<file path="src/rtl/dec_pkg.sv">
// Shared types and helpers for the sequenced 4-to-16 decoder.
package dec_pkg;

  localparam int unsigned W_DEF = 4;
  localparam int unsigned N_DEF = 1 << W_DEF;

  typedef enum logic [1:0] {
    ST_IDLE = 2'd0,
    ST_HOLD = 2'd1,
    ST_SCAN = 2'd2
  } state_t;

  // Binary code to one-hot line; exactly one bit set for every code.
  function automatic logic [N_DEF-1:0] onehot(input logic [W_DEF-1:0] code);
    logic [N_DEF-1:0] v;
    v       = '0;
    v[code] = 1'b1;
    return v;
  endfunction

endpackage

</file>
<file path="src/rtl/hold_timer.sv">
// Down-counter timing how long each one-hot line stays asserted.
module hold_timer #(
  parameter int unsigned HOLD = 4
) (
  input  logic clk,
  input  logic rst_n,
  input  logic i_clear,
  input  logic i_load,
  input  logic i_dec,
  output logic o_zero
);

  localparam int unsigned CW = (HOLD > 1) ? $clog2(HOLD) : 1;
  localparam logic [CW-1:0] LOAD_VAL = CW'(HOLD - 1);

  logic [CW-1:0] r_cnt;

  // Clear beats load beats decrement; the count parks at zero.
  always_ff @(posedge clk or negedge rst_n) begin
    if (!rst_n) begin
      r_cnt <= '0;
    end else if (i_clear) begin
      r_cnt <= '0;
    end else if (i_load) begin
      r_cnt <= LOAD_VAL;
    end else if (i_dec && (r_cnt != '0)) begin
      r_cnt <= r_cnt - CW'(1);
    end
  end

  assign o_zero = (r_cnt == '0);

endmodule

</file>
<file path="src/rtl/dec_4x16_seq.sv">
// Sequenced 4-to-16 decoder with valid/ready code intake and auto-scan mode.
module dec_4x16_seq
  import dec_pkg::*;
#(
  parameter int unsigned HOLD = 4
) (
  input  logic                     clk,
  input  logic                     rst_n,
  input  logic                     en,
  input  logic                     scan,
  input  logic                     in_valid,
  input  logic [W_DEF-1:0]         in_code,
  output logic                     in_ready,
  output logic [(1 << W_DEF)-1:0]  out,
  output logic                     busy,
  output logic                     done
);

  localparam int unsigned W = W_DEF;
  localparam int unsigned N = 1 << W;

  state_t         r_state, w_state_nxt;
  logic [N-1:0]   r_out,   w_out_nxt;
  logic           r_busy,  w_busy_nxt;
  logic           r_done,  w_done_nxt;
  logic [W-1:0]   r_idx,   w_idx_nxt;
  logic [W-1:0]   w_idx_inc;
  logic           w_clr, w_load, w_dec, w_zero;

  assign w_idx_inc = r_idx + W'(1);
  assign in_ready  = (r_state == ST_IDLE) && en && !scan;

  hold_timer #(
    .HOLD (HOLD)
  ) u_timer (
    .clk     (clk),
    .rst_n   (rst_n),
    .i_clear (w_clr),
    .i_load  (w_load),
    .i_dec   (w_dec),
    .o_zero  (w_zero)
  );

  // State and output registers.
  always_ff @(posedge clk or negedge rst_n) begin
    if (!rst_n) begin
      r_state <= ST_IDLE;
      r_out   <= '0;
      r_busy  <= 1'b0;
      r_done  <= 1'b0;
      r_idx   <= '0;
    end else begin
      r_state <= w_state_nxt;
      r_out   <= w_out_nxt;
      r_busy  <= w_busy_nxt;
      r_done  <= w_done_nxt;
      r_idx   <= w_idx_nxt;
    end
  end

  // Next state, next outputs and timer control.
  always_comb begin
    w_state_nxt = r_state;
    w_out_nxt   = r_out;
    w_busy_nxt  = r_busy;
    w_done_nxt  = 1'b0;
    w_idx_nxt   = r_idx;
    w_clr       = 1'b0;
    w_load      = 1'b0;
    w_dec       = 1'b0;

    if (!en) begin
      w_state_nxt = ST_IDLE;
      w_out_nxt   = '0;
      w_busy_nxt  = 1'b0;
      w_idx_nxt   = '0;
      w_clr       = 1'b1;
    end else begin
      unique case (r_state)
        ST_IDLE: begin
          // Scan wins over the handshake, matching in_ready.
          if (scan) begin
            w_state_nxt = ST_SCAN;
            w_idx_nxt   = '0;
            w_out_nxt   = onehot('0);
            w_busy_nxt  = 1'b1;
            w_load      = 1'b1;
          end else if (in_valid) begin
            w_state_nxt = ST_HOLD;
            w_out_nxt   = onehot(in_code);
            w_busy_nxt  = 1'b1;
            w_load      = 1'b1;
          end
        end
        ST_HOLD: begin
          if (w_zero) begin
            w_state_nxt = ST_IDLE;
            w_out_nxt   = '0;
            w_busy_nxt  = 1'b0;
            w_done_nxt  = 1'b1;
          end else begin
            w_dec = 1'b1;
          end
        end
        ST_SCAN: begin
          if (!w_zero) begin
            w_dec = 1'b1;
          end else if (scan) begin
            w_idx_nxt = w_idx_inc;
            w_out_nxt = onehot(w_idx_inc);
            w_load    = 1'b1;
          end else begin
            w_state_nxt = ST_IDLE;
            w_out_nxt   = '0;
            w_busy_nxt  = 1'b0;
            w_done_nxt  = 1'b1;
          end
        end
        default: begin
          w_state_nxt = ST_IDLE;
          w_out_nxt   = '0;
          w_busy_nxt  = 1'b0;
          w_clr       = 1'b1;
        end
      endcase
    end
  end

  assign out  = r_out;
  assign busy = r_busy;
  assign done = r_done;

endmodule

</file>
<file path="config.mk">
export PLATFORM = sky130hd
export DESIGN_NAME = dec_4x16_seq
export DESIGN_NICKNAME = d
export VERILOG_FILES = /design/src/rtl/dec_pkg.sv /design/src/rtl/hold_timer.sv /design/src/rtl/dec_4x16_seq.sv
export SDC_FILE = /design/constraint.sdc
export NUM_CORES = 1
export LEC_CHECK = 0
export ABC_AREA = 0
export BUFFER_PORTS_ARGS = -buffer_cell sky130_fd_sc_hd__buf_2
export CORE_UTILIZATION = 35
export DETAILED_ROUTE_END_ITERATION = 8
export PLACE_DENSITY = 0.61
export SLEW_MARGIN = 20
export SYNTH_ARGS = -nofsm -noshare
export SYNTH_HDL_FRONTEND = slang
export SYNTH_SLANG_ARGS = --single-unit
</file>
<file path="constraint.sdc">
create_clock -name clk -period 3.8 [get_ports clk]
set_input_delay 0.38 -clock clk [delete_from_list [all_inputs] [get_ports clk]]
set_output_delay 0.38 -clock clk [all_outputs]
set_load 0.05 [all_outputs]
</file>
==> After elaboration in Yosys (flattened, before gate mapping) <==
Cells that the tools add are included.
{ "word_totals": {"reg_bits": 26, "input_bits": 9, "out_inout_bits": 19, "word_cells": 85} }
{ "classes": {"n_addsub": 2, "n_lt_le_gt_ge": 4, "eq_ne": 9, "mux": 49, "reduce_logical": 15} }
{ "ops": {"columns": ["cell", "count"], "rows": [
  ["two-way mux 16 bit", 6],
  ["one-hot mux 16 bit (3 select lines)", 1],
  ["two-way mux 1 bit", 22],
  ["two-way mux 2 bit", 9],
  ["two-way mux 4 bit", 4],
  ["inequality test 3 bit, second input constant", 5],
  ["less-than comparator 4 x 5 -> 1 bit, second input constant", 2],
  ["demux 1 bit (select 4 bit)", 2],
  [">= comparator 4 x 1 -> 1 bit, second input constant", 2],
  ["one-hot mux 4 bit (2 select lines)", 1],
  ["AND reduction 4 bit", 2],
  ["one-hot mux 2 bit (3 select lines)", 1],
  ["logical AND 1 bit", 5],
  ["adder 4 x 1 -> 4 bit, second input constant", 1],
  ["logical NOT 2 bit", 2],
  ["inequality test 4 bit, second input constant", 1],
  ["one-hot mux 1 bit (2 select lines)", 2],
  ["inequality test 3 x 1 -> 1 bit, second input constant", 1],
  ["one-hot mux 1 bit (3 select lines)", 1],
  ["AND reduction 3 bit", 1],
  ["nonzero test 3 bit", 1],
  ["OR reduction 3 bit", 1],
  ["== test 2 x 1 -> 1 bit, second input constant", 1],
  ["== test 2 bit, second input constant", 1],
  ["4 further kinds", 4]
]} }

==> Logic depth before layout (Yosys ltp) <==
{ "logic_depth": {"depth_word": 9, "depth_mapped": 8, "mapped_depth_nobuf": 6} }

==> Hierarchy <==
Synthesis repeated with hierarchy kept, for this count alone.
{ "unflattened": {"hier_cells": 175, "area_unflattened_um2": 1702.9} }
{ "modules_own_cells": {"columns": ["mod", "instances", "cells_each", "area_per_inst_um2", "seq_area_each_um2"], "rows": [
  ["dec_4x16_seq", 1, 163, 1577.8, 600.6],
  ["hold_timer", 1, 12, 125.1, 50.0]
]} }

==> Worst setup path before layout <==
Ideal clock, no wire load.
{ "synth_timing": {"kind": "register to output", "start": "reg r_state[1]", "end": "out in_ready", "arrival_ps": 1466, "required_time_ps": 3420, "setup_slack_ps": 1954, "stages_incl_launch_ff": 6, "n_path_buf": 1, "cell_sequence": "dfrtp_1 inv_1 ha_1 buf_2 nor2b_1 and2_1"} }
{ "synth_between": {"elab_chain_cells": 3} }
{ "synth_rtl": {"columns": ["element", "line_no", "rtl"], "rows": [
  ["from (decl)", "dec_4x16_seq.sv:22", "state_t r_state, w_state_nxt;"],
  ["from (signal assigned)", "dec_4x16_seq.sv:53", "r_state <= w_state_nxt;"],
  ["logical NOT 2 bit", "dec_4x16_seq.sv:31", "assign in_ready = (r_state == ST_IDLE) && en && !scan;"],
  ["logical AND 1 bit (2 in a row)", "dec_4x16_seq.sv:31", null],
  ["to (decl)", "dec_4x16_seq.sv:13", "output logic in_ready,"]
]} }
Every way passes these cells.

==> Final worst setup path <==
Ends and elaborated chain as after synthesis.

==> results.json <==
{
  "final_antenna_net_count": 0,
  "grt_pass1_vias": 1363,
  "end_kind": "output pin",
  "die_w_um": 73.1,
  "pwr-share-clk": 0.316,
  "clockRootBuffer": "clkbuf_8",
  "reg2reg_to": "out[1]",
  "final_util": 0.412,
  "viasPerCell": 5.31,
  "p_leak_nw": 0.918,
  "grt_max_degree": 27,
  "insertion_delay_ps": 270,
  "arrival_ps": 1860,
  "final_net_count": 231,
  "drv_cap": 0,
  "start_util": 0.370,
  "path_cells": "inv_1 > ha_1 > nor2b_1 > and2_1 > buf_2",
  "worstSetupPathType": "reg2out",
  "worstRegToRegCells": 6,
  "async_flop_share": 1.00,
  "tritoncts": "yes",
  "synth_nets": 215,
  "area_growth_pct": 11.2,
  "cp-start-kind": "flip-flop",
  "via_count": 1477,
  "wl_per_cell_um": 13.8,
  "fin_crit_sh": 0.591,
  "peakVddDrop_uv": 226,
  "placementRows": 25,
  "combPwrFrac": 0.274,
  "drive_gt1_frac": 0.180,
  "post-cts-setup-buffers": 0,
  "dieArea_sq_um": 5350,
  "netlist.area_leader.share": 0.367,
  "netlist_top_cells_area": "dfrtp_1, ha_1, nand2_1, o2bb2ai_1, a22o_1",
  "die_y_um": 73.1,
  "timing.setup.tns_ps": 0,
  "h-tree-depth": 1,
  "total_power_mw": 0.740,
  "synth_area_sq_um": 1770,
  "seqPwrFrac": 0.410,
  "r2r_start": "r_state[0]",
  "synth.avg_cell_area_sq_um": 9.03,
  "drcViolationCount": 0,
  "switching_share": 0.325,
  "max_freq_mhz": 446,
  "slew_headroom": 0.599,
  "p_sw_mw": 0.241,
  "power-per-cell-area_nw_per_um2": 376,
  "yosysTopAreaCell": "dfrtp_1",
  "hold_class": "in2async",
  "clock_sinks": 26,
  "yosys_warnings": 0,
  "synth_cells": 196,
  "synth_edf_count": 0,
  "dpl.hpwl_um": 2710,
  "holdBufCountCts": 0,
  "placedCellCount": 274,
  "diodes": 0,
  "port_buffers": 27,
  "first_pass_iters": 5,
  "clk_pin_slew_worst_paths_ps": 100,
  "synth-seq-cells": 26,
  "cp_slowest_stage_delay_ps": 450,
  "wirelength_um": 3850,
  "synth.distinct_cells": 47,
  "cp.required_ps": 3420,
  "crit_slowest_cell": "ha_1",
  "internal_power_mw": 0.500,
  "fin_crit_ps": 2240,
  "tightest_slew_ps": 598,
  "cts-buffers-inserted": 3,
  "antenna_found_initial": 0,
  "ff2ff_setup_slack_ps": 1600,
  "crit_path_max_fanout": 15,
  "fillers": 465,
  "core_sq_um": 4790,
  "place.gp.congestion": 0.860,
  "slew_viol_final": 0,
  "ys.flop_type": "dfrtp_1",
  "yosysSeqAreaShare": 0.367,
  "rsz0062_at_grt": "false",
  "grt-ovfl-total": 0,
  "cts.repair.resized": 0,
  "hold_ws_ps": 86.4,
  "grt.total_usage": 0.158,
  "status": "completed",
  "drtIter0Drc": 61,
  "setup_viol": 0,
  "instances_no_fill": 278,
  "io_pins": 28,
  "skew_ps": 6.47,
  "grt_pass1_wl_um": 6550,
  "clockBufferDepth": 2,
  "finalHoldViolCount": 0
}
-- worst max-delay path, delay by kind of cell (launching register included) --
family	cells	cell delay [ps]
simple gates	2	360
flops	1	440
buf+inv	2	350
fa+ha+maj	1	450
-- cell type report --
| cell class | instances | area (sq um) | area share |
|---|---|---|---|
| Inverter | 14 | 52.6 | 0.0267 |
| Clock inverter | 1 | 30.0 | 0.0152 |
| Clock buffer | 3 | 41.3 | 0.0210 |
| Tap cell | 67 | 83.8 | 0.0426 |
| Timing Repair Buffer | 27 | 135 | 0.0686 |
| Sequential cell | 26 | 651 | 0.330 |
| Multi-Input combinational cell | 140 | 976 | 0.496 |
-- cell usage after synthesis (4+ instances only) --
cell type	count
a21oi_1	8
a22o_1	7
a31oi_1	4
and2_1	4
buf_2	7
clkbuf_1	5
dfrtp_1	26
ha_1	10
inv_1	14
nand2_1	19
nand3_1	9
nor2_1	9
nor2b_1	5
o21ai_0	11
o22ai_1	6
o2bb2ai_1	8
o32ai_1	6
-- routing by layer --
metal  GRT usage  up-vias  share of wire
li1            -      743              -
met1       0.227      688           0.51
met2       0.237       40           0.44
met3      0.0221        6          0.040
met4      0.0632        0          0.014
met5           0        -              0
-- kinds of logic after synthesis --
logic type	synth area share
buffers and inverters	0.0813
and+or+nand+nor	0.206
adders and majority gates	0.0707
muxes	0.0113
xor gates and xnor gates	0.00495
DFF	0.367
AOI/OAI and AO/OA	0.258
-- cell usage in the layout (no fill, tap or decap), types with 4 or more instances in the layout --
cell / synthesis / routed
o2bb2ai_1: 8 / 8
o32ai_1: 6 / 6
a31oi_1: 4 / 4
o21ai_0: 11 / 11
dfrtp_1: 26 / 26
buf_2: 7 / 27
inv_1: 14 / 14
nand2_1: 19 / 19
a22o_1: 7 / 7
o22ai_1: 6 / 6
and2_1: 4 / 4
nor2b_1: 5 / 5
nor2_1: 9 / 9
ha_1: 10 / 10
nand3_1: 9 / 9
a21oi_1: 8 / 8
-- state kept, by name (all words and copies together), names as in the netlist --
name / count
busy: 1
done: 1
out: 16
r_idx: 4
r_state: 2
u_timer.r_cnt: 2
-- worst max-delay path by stage --
| stage | startpoint | to | slack, ps |
|---|---|---|---|
| 5_1_grt | r_state[0] | out[1] | 1390 |
| 2_1_floorplan | r_state[1] | in_ready | 1950 |
| 6_report | r_state[1] | in_ready | 1560 |
| 3_3_place_gp | r_state[0] | out[5] | 1660 |
| 3_5_place_dp | r_state[0] | out[7] | 1580 |
| 4_1_cts | r_state[1] | in_ready | 1550 |
-- power groups by stage --
stage                     registers, mW  logic (mW)  clock network [mW]
after global routing              0.306       0.225               0.251
final                             0.303       0.203               0.234
after floorplan                   0.332       0.142                   0
after CTS                         0.304       0.204               0.238
after global placement            0.308       0.201                   0
after detailed placement          0.309       0.203                   0
-- per-stage QoR --
| stage | instance area [sq um] | setup slack (ps) |
|---|---|---|
| floorplan | 1770 | 1950 |
| global placement | 1900 | 1660 |
| detailed placement | 1900 | 1580 |
| CTS | 1970 | 1550 |
| global route | 1970 | 1390 |
| finish | 1970 | 1560 |
Power figures use the tool's default switching activity.
